File: config.mk
export PLATFORM = sky130hd
export DESIGN_NAME = full_err_scale
export DESIGN_NICKNAME = d
export VERILOG_FILES = /design/src/rtl/full_err_scale_pkg.sv /design/src/rtl/full_err_fmul.sv /design/src/rtl/full_err_scale.sv
export SDC_FILE = /design/constraint.sdc
export NUM_CORES = 2
export LEC_CHECK = 0
export BUFFER_PORTS_ARGS = -buffer_cell sky130_fd_sc_hd__buf_2
export CORE_ASPECT_RATIO = 1.25
export CORE_MARGIN = 10
export CORE_UTILIZATION = 30
export DETAILED_ROUTE_END_ITERATION = 10
export GPL_TIMING_DRIVEN = 0
export PLACE_DENSITY = 0.43
export SLEW_MARGIN = 10
export SYNTH_ARGS = -nofsm -noshare
export SYNTH_HDL_FRONTEND = slang
export SYNTH_SLANG_ARGS = --single-unit
File: constraint.sdc
create_clock -name clk -period 7.1 [get_ports clk]
set_input_delay 1.42 -clock clk [delete_from_list [all_inputs] [get_ports clk]]
set_output_delay 1.42 -clock clk [all_outputs]
set_load 0.005 [all_outputs]
File: src/rtl/full_err_scale_pkg.sv
// Shared float_24_8 type and default sizing for the error-scaling block.
package full_err_scale_pkg;

    typedef struct packed {
        logic        sgn;
        logic [7:0]  exp;
        logic [22:0] man;
    } float_24_8;

    localparam int FLOAT_BIAS    = 127;
    localparam int FLUSH_EXP_DEF = 10;
    localparam int FRAME_LEN_DEF = 36;

endpackage

File: src/rtl/full_err_fmul.sv
// Stallable float_24_8 multiplier with flush-to-zero, saturation and nearest-even rounding.
// Latency: 3 cycles (operand capture, mantissa product, normalise/round into output regs).
// Backpressure: all three stages advance only when en is high, otherwise everything holds.
module full_err_fmul
    import full_err_scale_pkg::*;
#(
    parameter int FLUSH_EXP = FLUSH_EXP_DEF
) (
    input  logic      clk,
    input  logic      reset,
    input  logic      en,
    input  logic      in_vld,
    input  logic      in_fst,
    input  float_24_8 a,
    input  float_24_8 b,
    output logic      s1_vld,
    output logic      s2_vld,
    output logic      out_vld,
    output logic      out_fst,
    output float_24_8 out
);

    localparam logic [7:0]         FLUSH_E = 8'(FLUSH_EXP);
    localparam logic signed [10:0] FLUSH_S = 11'(FLUSH_EXP);

    logic        s1_sgn, s1_zero, s1_fst;
    logic [9:0]  s1_esum;
    logic [23:0] s1_ma, s1_mb;

    logic        s2_sgn, s2_zero, s2_fst;
    logic [9:0]  s2_esum;
    logic [47:0] s2_p;

    logic [23:0]        rnd_man;
    logic signed [10:0] e_norm, e_fin;
    float_24_8          res;

    always_ff @(posedge clk) begin
        if (en) begin
            s1_sgn  <= a.sgn ^ b.sgn;
            s1_esum <= {2'b00, a.exp} + {2'b00, b.exp};
            s1_zero <= (a.exp < FLUSH_E) || (b.exp < FLUSH_E);
            s1_ma   <= {1'b1, a.man};
            s1_mb   <= {1'b1, b.man};
            s1_fst  <= in_fst;
            s2_sgn  <= s1_sgn;
            s2_esum <= s1_esum;
            s2_zero <= s1_zero;
            s2_p    <= s1_ma * s1_mb;
            s2_fst  <= s1_fst;
        end
    end

    // Guard/sticky/lsb rounding; a carry out of the mantissa bumps the exponent.
    always_comb begin
        if (s2_p[47]) begin
            rnd_man = {1'b0, s2_p[46:24]} + 24'(s2_p[23] & ((|s2_p[22:0]) | s2_p[24]));
            e_norm  = $signed({1'b0, s2_esum}) - 11'sd126;
        end else begin
            rnd_man = {1'b0, s2_p[45:23]} + 24'(s2_p[22] & ((|s2_p[21:0]) | s2_p[23]));
            e_norm  = $signed({1'b0, s2_esum}) - 11'sd127;
        end
        e_fin = rnd_man[23] ? e_norm + 11'sd1 : e_norm;
        res   = '0;
        if (s2_zero || (e_fin < FLUSH_S)) begin
            res = '0;
        end else if (e_fin > 11'sd254) begin
            res = {s2_sgn, 8'd254, 23'h7FFFFF};
        end else begin
            res = {s2_sgn, e_fin[7:0], rnd_man[22:0]};
        end
    end

    always_ff @(posedge clk) begin
        if (reset) begin
            s1_vld  <= 1'b0;
            s2_vld  <= 1'b0;
            out_vld <= 1'b0;
            out_fst <= 1'b0;
            out     <= '0;
        end else if (en) begin
            s1_vld  <= in_vld;
            s2_vld  <= s1_vld;
            out_vld <= s2_vld;
            out_fst <= s2_vld & s2_fst;
            out     <= s2_vld ? res : '0;
        end
    end

endmodule

File: src/rtl/full_err_scale.sv
// Scales output-error samples by a learning rate and tracks frame length (FULL_ERR_SCALE_STATS_EN adds err_max_exp).
// Latency: 3 cycles accept-to-delta_vld, 1 sample/cycle.
// Backpressure: zctrl_rdy drops while a delta is held unaccepted; the whole pipeline freezes.
module full_err_scale
    import full_err_scale_pkg::*;
#(
    parameter int          FRAME_LEN  = FRAME_LEN_DEF,
    parameter int          FLUSH_EXP  = FLUSH_EXP_DEF,
    parameter logic [31:0] RATE_RESET = 32'h3C23D70A
) (
    input  logic        clk,
    input  logic        reset,
    input  logic [31:0] zctrl,
    input  logic        zctrl_fst,
    input  logic        zctrl_vld,
    output logic        zctrl_rdy,
    input  logic [31:0] rate,
    input  logic        rate_ld,
    output logic [31:0] delta,
    output logic        delta_fst,
    output logic        delta_vld,
    input  logic        delta_rdy,
    output logic        frame_err,
`ifdef FULL_ERR_SCALE_STATS_EN
    output logic [7:0]  err_max_exp,
`endif
    output logic [5:0]  frame_cnt
);

    localparam logic [5:0] FLEN = 6'(FRAME_LEN);

    logic        en, accept, busy, s1_vld, s2_vld;
    logic [31:0] rate_q;
    float_24_8   zin, op_rate, out_f;

    assign zin       = float_24_8'(zctrl);
    assign en        = ~(delta_vld & ~delta_rdy);
    assign zctrl_rdy = en;
    assign accept    = zctrl_vld & zctrl_rdy;
    assign busy      = s1_vld | s2_vld | delta_vld;
    // A frame's first beat already multiplies by the rate it brings with it.
    assign op_rate   = float_24_8'(zctrl_fst ? rate : rate_q);
    assign delta     = 32'(out_f);

    full_err_fmul #(.FLUSH_EXP(FLUSH_EXP)) u_fmul (
        .clk     (clk),
        .reset   (reset),
        .en      (en),
        .in_vld  (accept),
        .in_fst  (zctrl_fst),
        .a       (zin),
        .b       (op_rate),
        .s1_vld  (s1_vld),
        .s2_vld  (s2_vld),
        .out_vld (delta_vld),
        .out_fst (delta_fst),
        .out     (out_f)
    );

    always_ff @(posedge clk) begin
        if (reset) begin
            rate_q    <= RATE_RESET;
            frame_cnt <= '0;
            frame_err <= 1'b0;
        end else begin
            if (accept && zctrl_fst) begin
                rate_q <= rate;
            end else if (rate_ld && !busy && !accept) begin
                rate_q <= rate;
            end
            if (accept) begin
                if (zctrl_fst) begin
                    if (frame_cnt != 6'd0 && frame_cnt != FLEN) frame_err <= 1'b1;
                    frame_cnt <= 6'd1;
                end else if (frame_cnt >= FLEN) begin
                    frame_err <= 1'b1;
                    frame_cnt <= FLEN;
                end else begin
                    frame_cnt <= frame_cnt + 6'd1;
                end
            end
        end
    end

`ifdef FULL_ERR_SCALE_STATS_EN
    logic [7:0] run_max;

    always_ff @(posedge clk) begin
        if (reset) begin
            run_max     <= '0;
            err_max_exp <= '0;
        end else if (accept) begin
            if (zctrl_fst) begin
                err_max_exp <= run_max;
                run_max     <= zin.exp;
            end else if (zin.exp > run_max) begin
                run_max <= zin.exp;
            end
        end
    end
`endif

endmodule
==> flow_summary.json <==
{
  "status": "complete, but fails checks",
  "failed_checks": "setup timing",
  "finalHoldViolations": 0,
  "synth-seq-cells": 193,
  "area_growth_syn_to_layout_pct": 19.4,
  "dp.cells": 4238,
  "syn_area_um2": 27300,
  "synth_nets": 3681,
  "cp_common_cell": "fa_1",
  "ys_types": 71,
  "synth_warnings": 0,
  "numCtsBuffers": 17,
  "netlist_instances": 2940,
  "worst_pin_slew_ns": 0.960,
  "grt-ovfl-total": 0,
  "slew_viol_final": 0,
  "port_buffers": 110,
  "clk_pin_slew_ns": 0.10,
  "clock_path_buffers": 2,
  "synth-compound-area-share_pct": 7.12,
  "synthTopCellsByArea": "fa_1 35%, edfxtp_1 13%, ha_1 8.6%",
  "final_cell_count_no_fill": 4410,
  "routed_wl_um": 98500,
  "dieArea_um2": 104000,
  "die_y_um": 357,
  "pin_count": 112,
  "critical-path-slowest-cell": "fa_2",
  "die_w_um": 290,
  "antenna_found_initial": 4,
  "setup_ws_ns": -0.301,
  "relSlewSlack_pct": 35.4,
  "crit_arrival_ns": 7.66,
  "grt_usage_pct": 19.1,
  "worstSetupStartpointType": "flop",
  "initial_core_util_pct": 30.3,
  "hpwlAfterDp_um": 77000,
  "fin_tns_setup_ns": -1.35,
  "muxShareOfSynthArea_pct": 1.48,
  "synth_top_family_by_area": "adder cells",
  "crit_family": "adder cells",
  "clock_latency_ns": 0.50,
  "crit_path_end_kind": "flop",
  "worstSetupStartpoint": "u_fmul.s1_mb[14]",
  "path_class": "flop to flop",
  "htreeDepth": 4,
  "slowest_delay_ns": 0.59,
  "drc": 0,
  "rsz0062_at_grt": "true",
  "synth_edf_count": 118,
  "ctsHoldBuffers": 0,
  "grt_pass1_wl_um": 147000,
  "routed_via_density": 4.73,
  "maxCapViolCount": 0,
  "drt_first_iter_violations": 1230,
  "design.core.area_um2": 90200,
  "place_area_um2": 29400,
  "crit_path_max_fanout": 7,
  "num_rows": 123,
  "num_vias": 20900,
  "min_path_type": "flop to flop",
  "synthArstFlopShare_pct": 0,
  "synth_top_area_share_pct": 35.4,
  "finalCritPeriodShare_pct": 104,
  "ys_top_cells_by_count": "572 x inv_1, 483 x fa_1, 444 x nand2_1, 250 x and2_1, 188 x ha_1",
  "max_freq_ghz": 0.135,
  "place.gp.congestion": 0.927,
  "required_ns": 7.36,
  "fin_area_um2": 32600,
  "grt_max_degree": 73,
  "worstHoldStart": "u_fmul.s1_esum[3]",
  "synthSimpleGateAreaFrac_pct": 16.6,
  "layout_min_cycle_time_ns": 7.40,
  "regToRegStartpoint": "u_fmul.s1_mb[14]",
  "drive_gt1_share_pct": 17.0,
  "clkSinkCount": 193,
  "antenna_left": 0,
  "synth_xor_area_share_pct": 2.40,
  "path_buf_inv": 7,
  "synth_flop_cell": "edfxtp_1",
  "post_drt_wl_per_cell_um": 22.3,
  "grt_pass1_vias": 22500,
  "synth_area_leader_cell": "fa_1",
  "cts_tree": "done",
  "drt_pass1_iterations": 5,
  "synth_most_common_cell": "inv_1",
  "final_nets": 3950,
  "syn_avg_cell_area_um2": 9.29,
  "ys_seq_area_share_pct": 18.5,
  "synth-adder-area-share_pct": 44.0,
  "root_buffer": "clkbuf_16",
  "setup_viol": 9,
  "finClkSkew_ns": 0.0329
}
layer usage:
metal	vias up	wire, um	track usage, %
met1	10600	40900	23.4
li1	9637	-	-
met5	-	13	0
met4	2	4860	8.57
met3	139	3510	1.94
met2	489	49200	33.6
logic make-up (layout without fill, tap and decap cells):
logic type,after synthesis,in the layout
mux,36,36
xor+xnor,75,75
fa+ha+maj,671,671
compound gates,311,311
flops,193,193
simple gates,937,937
other cells,0,1
buf+inv,717,999
flip-flops by register name, summed over array words and instances (netlist names), 6 cells and up:
register        count
u_fmul.s2_p        48
rate_q             32
u_fmul.out         32
u_fmul.s1_ma       23
u_fmul.s1_mb       23
u_fmul.s1_esum      9
u_fmul.s2_esum      9
frame_cnt           6
cell type report:
type,count,area (um^2)
diodes,1,2.50
repair buffers,256,1850
fillers,9433,57600
clock inverters,13,151
multi-input cells,2030,20100
plain buffers,135,1310
inverters,576,2210
clock buffers,19,454
flip-flops and latches,193,5040
well taps,1187,1490
metrics by stage:
stage | utilization, % | setup WS [ns] | hold slack [ns]
2_1_floorplan | - | 0.0113 | 0.400
3_3_place_gp | 32.5 | -2.55 | 0.401
3_5_place_dp | 32.6 | -2.56 | 0.405
4_1_cts | 35.7 | -0.398 | 0.404
5_1_grt | 36.2 | -0.499 | 0.416
6_report | 36.2 | -0.301 | 0.410
timing repair:
| action | in CTS | in global routing |
|---|---|---|
| endpoints found under the setup margin | 32 | 20 |
| pin swaps | 44 | 61 |
| gates cloned | 1 | 0 |
| resized for setup | 331 | 89 |
| setup buffers | 118 | 26 |
path summary, 6_finish.rpt:
| kind | slack, ns | depth (start not counted) | to |
|---|---|---|---|
| setup reg to reg | -0.30 | 26 | u_fmul.s2_p[47] |
| hold / removal | 0.41 | 0 | u_fmul.s2_esum[3] |
| setup / recovery | -0.30 | 26 | u_fmul.s2_p[47] |
| hold reg to reg | 0.41 | 0 | u_fmul.s2_esum[3] |
placed cells by master (no fill, tap or decap), drive strengths merged, types with 80 or more instances in the layout:
cell type,count
a21oi,102
and2,250
buf,286
clkbuf,124
edfxtp,118
fa,483
ha,188
inv,574
nand2,444
nor2,98
o21ai,80
Power is left out: the tool's default activity adds up to more than one toggle a clock period on the data nets, which glitch-free logic cannot reach.
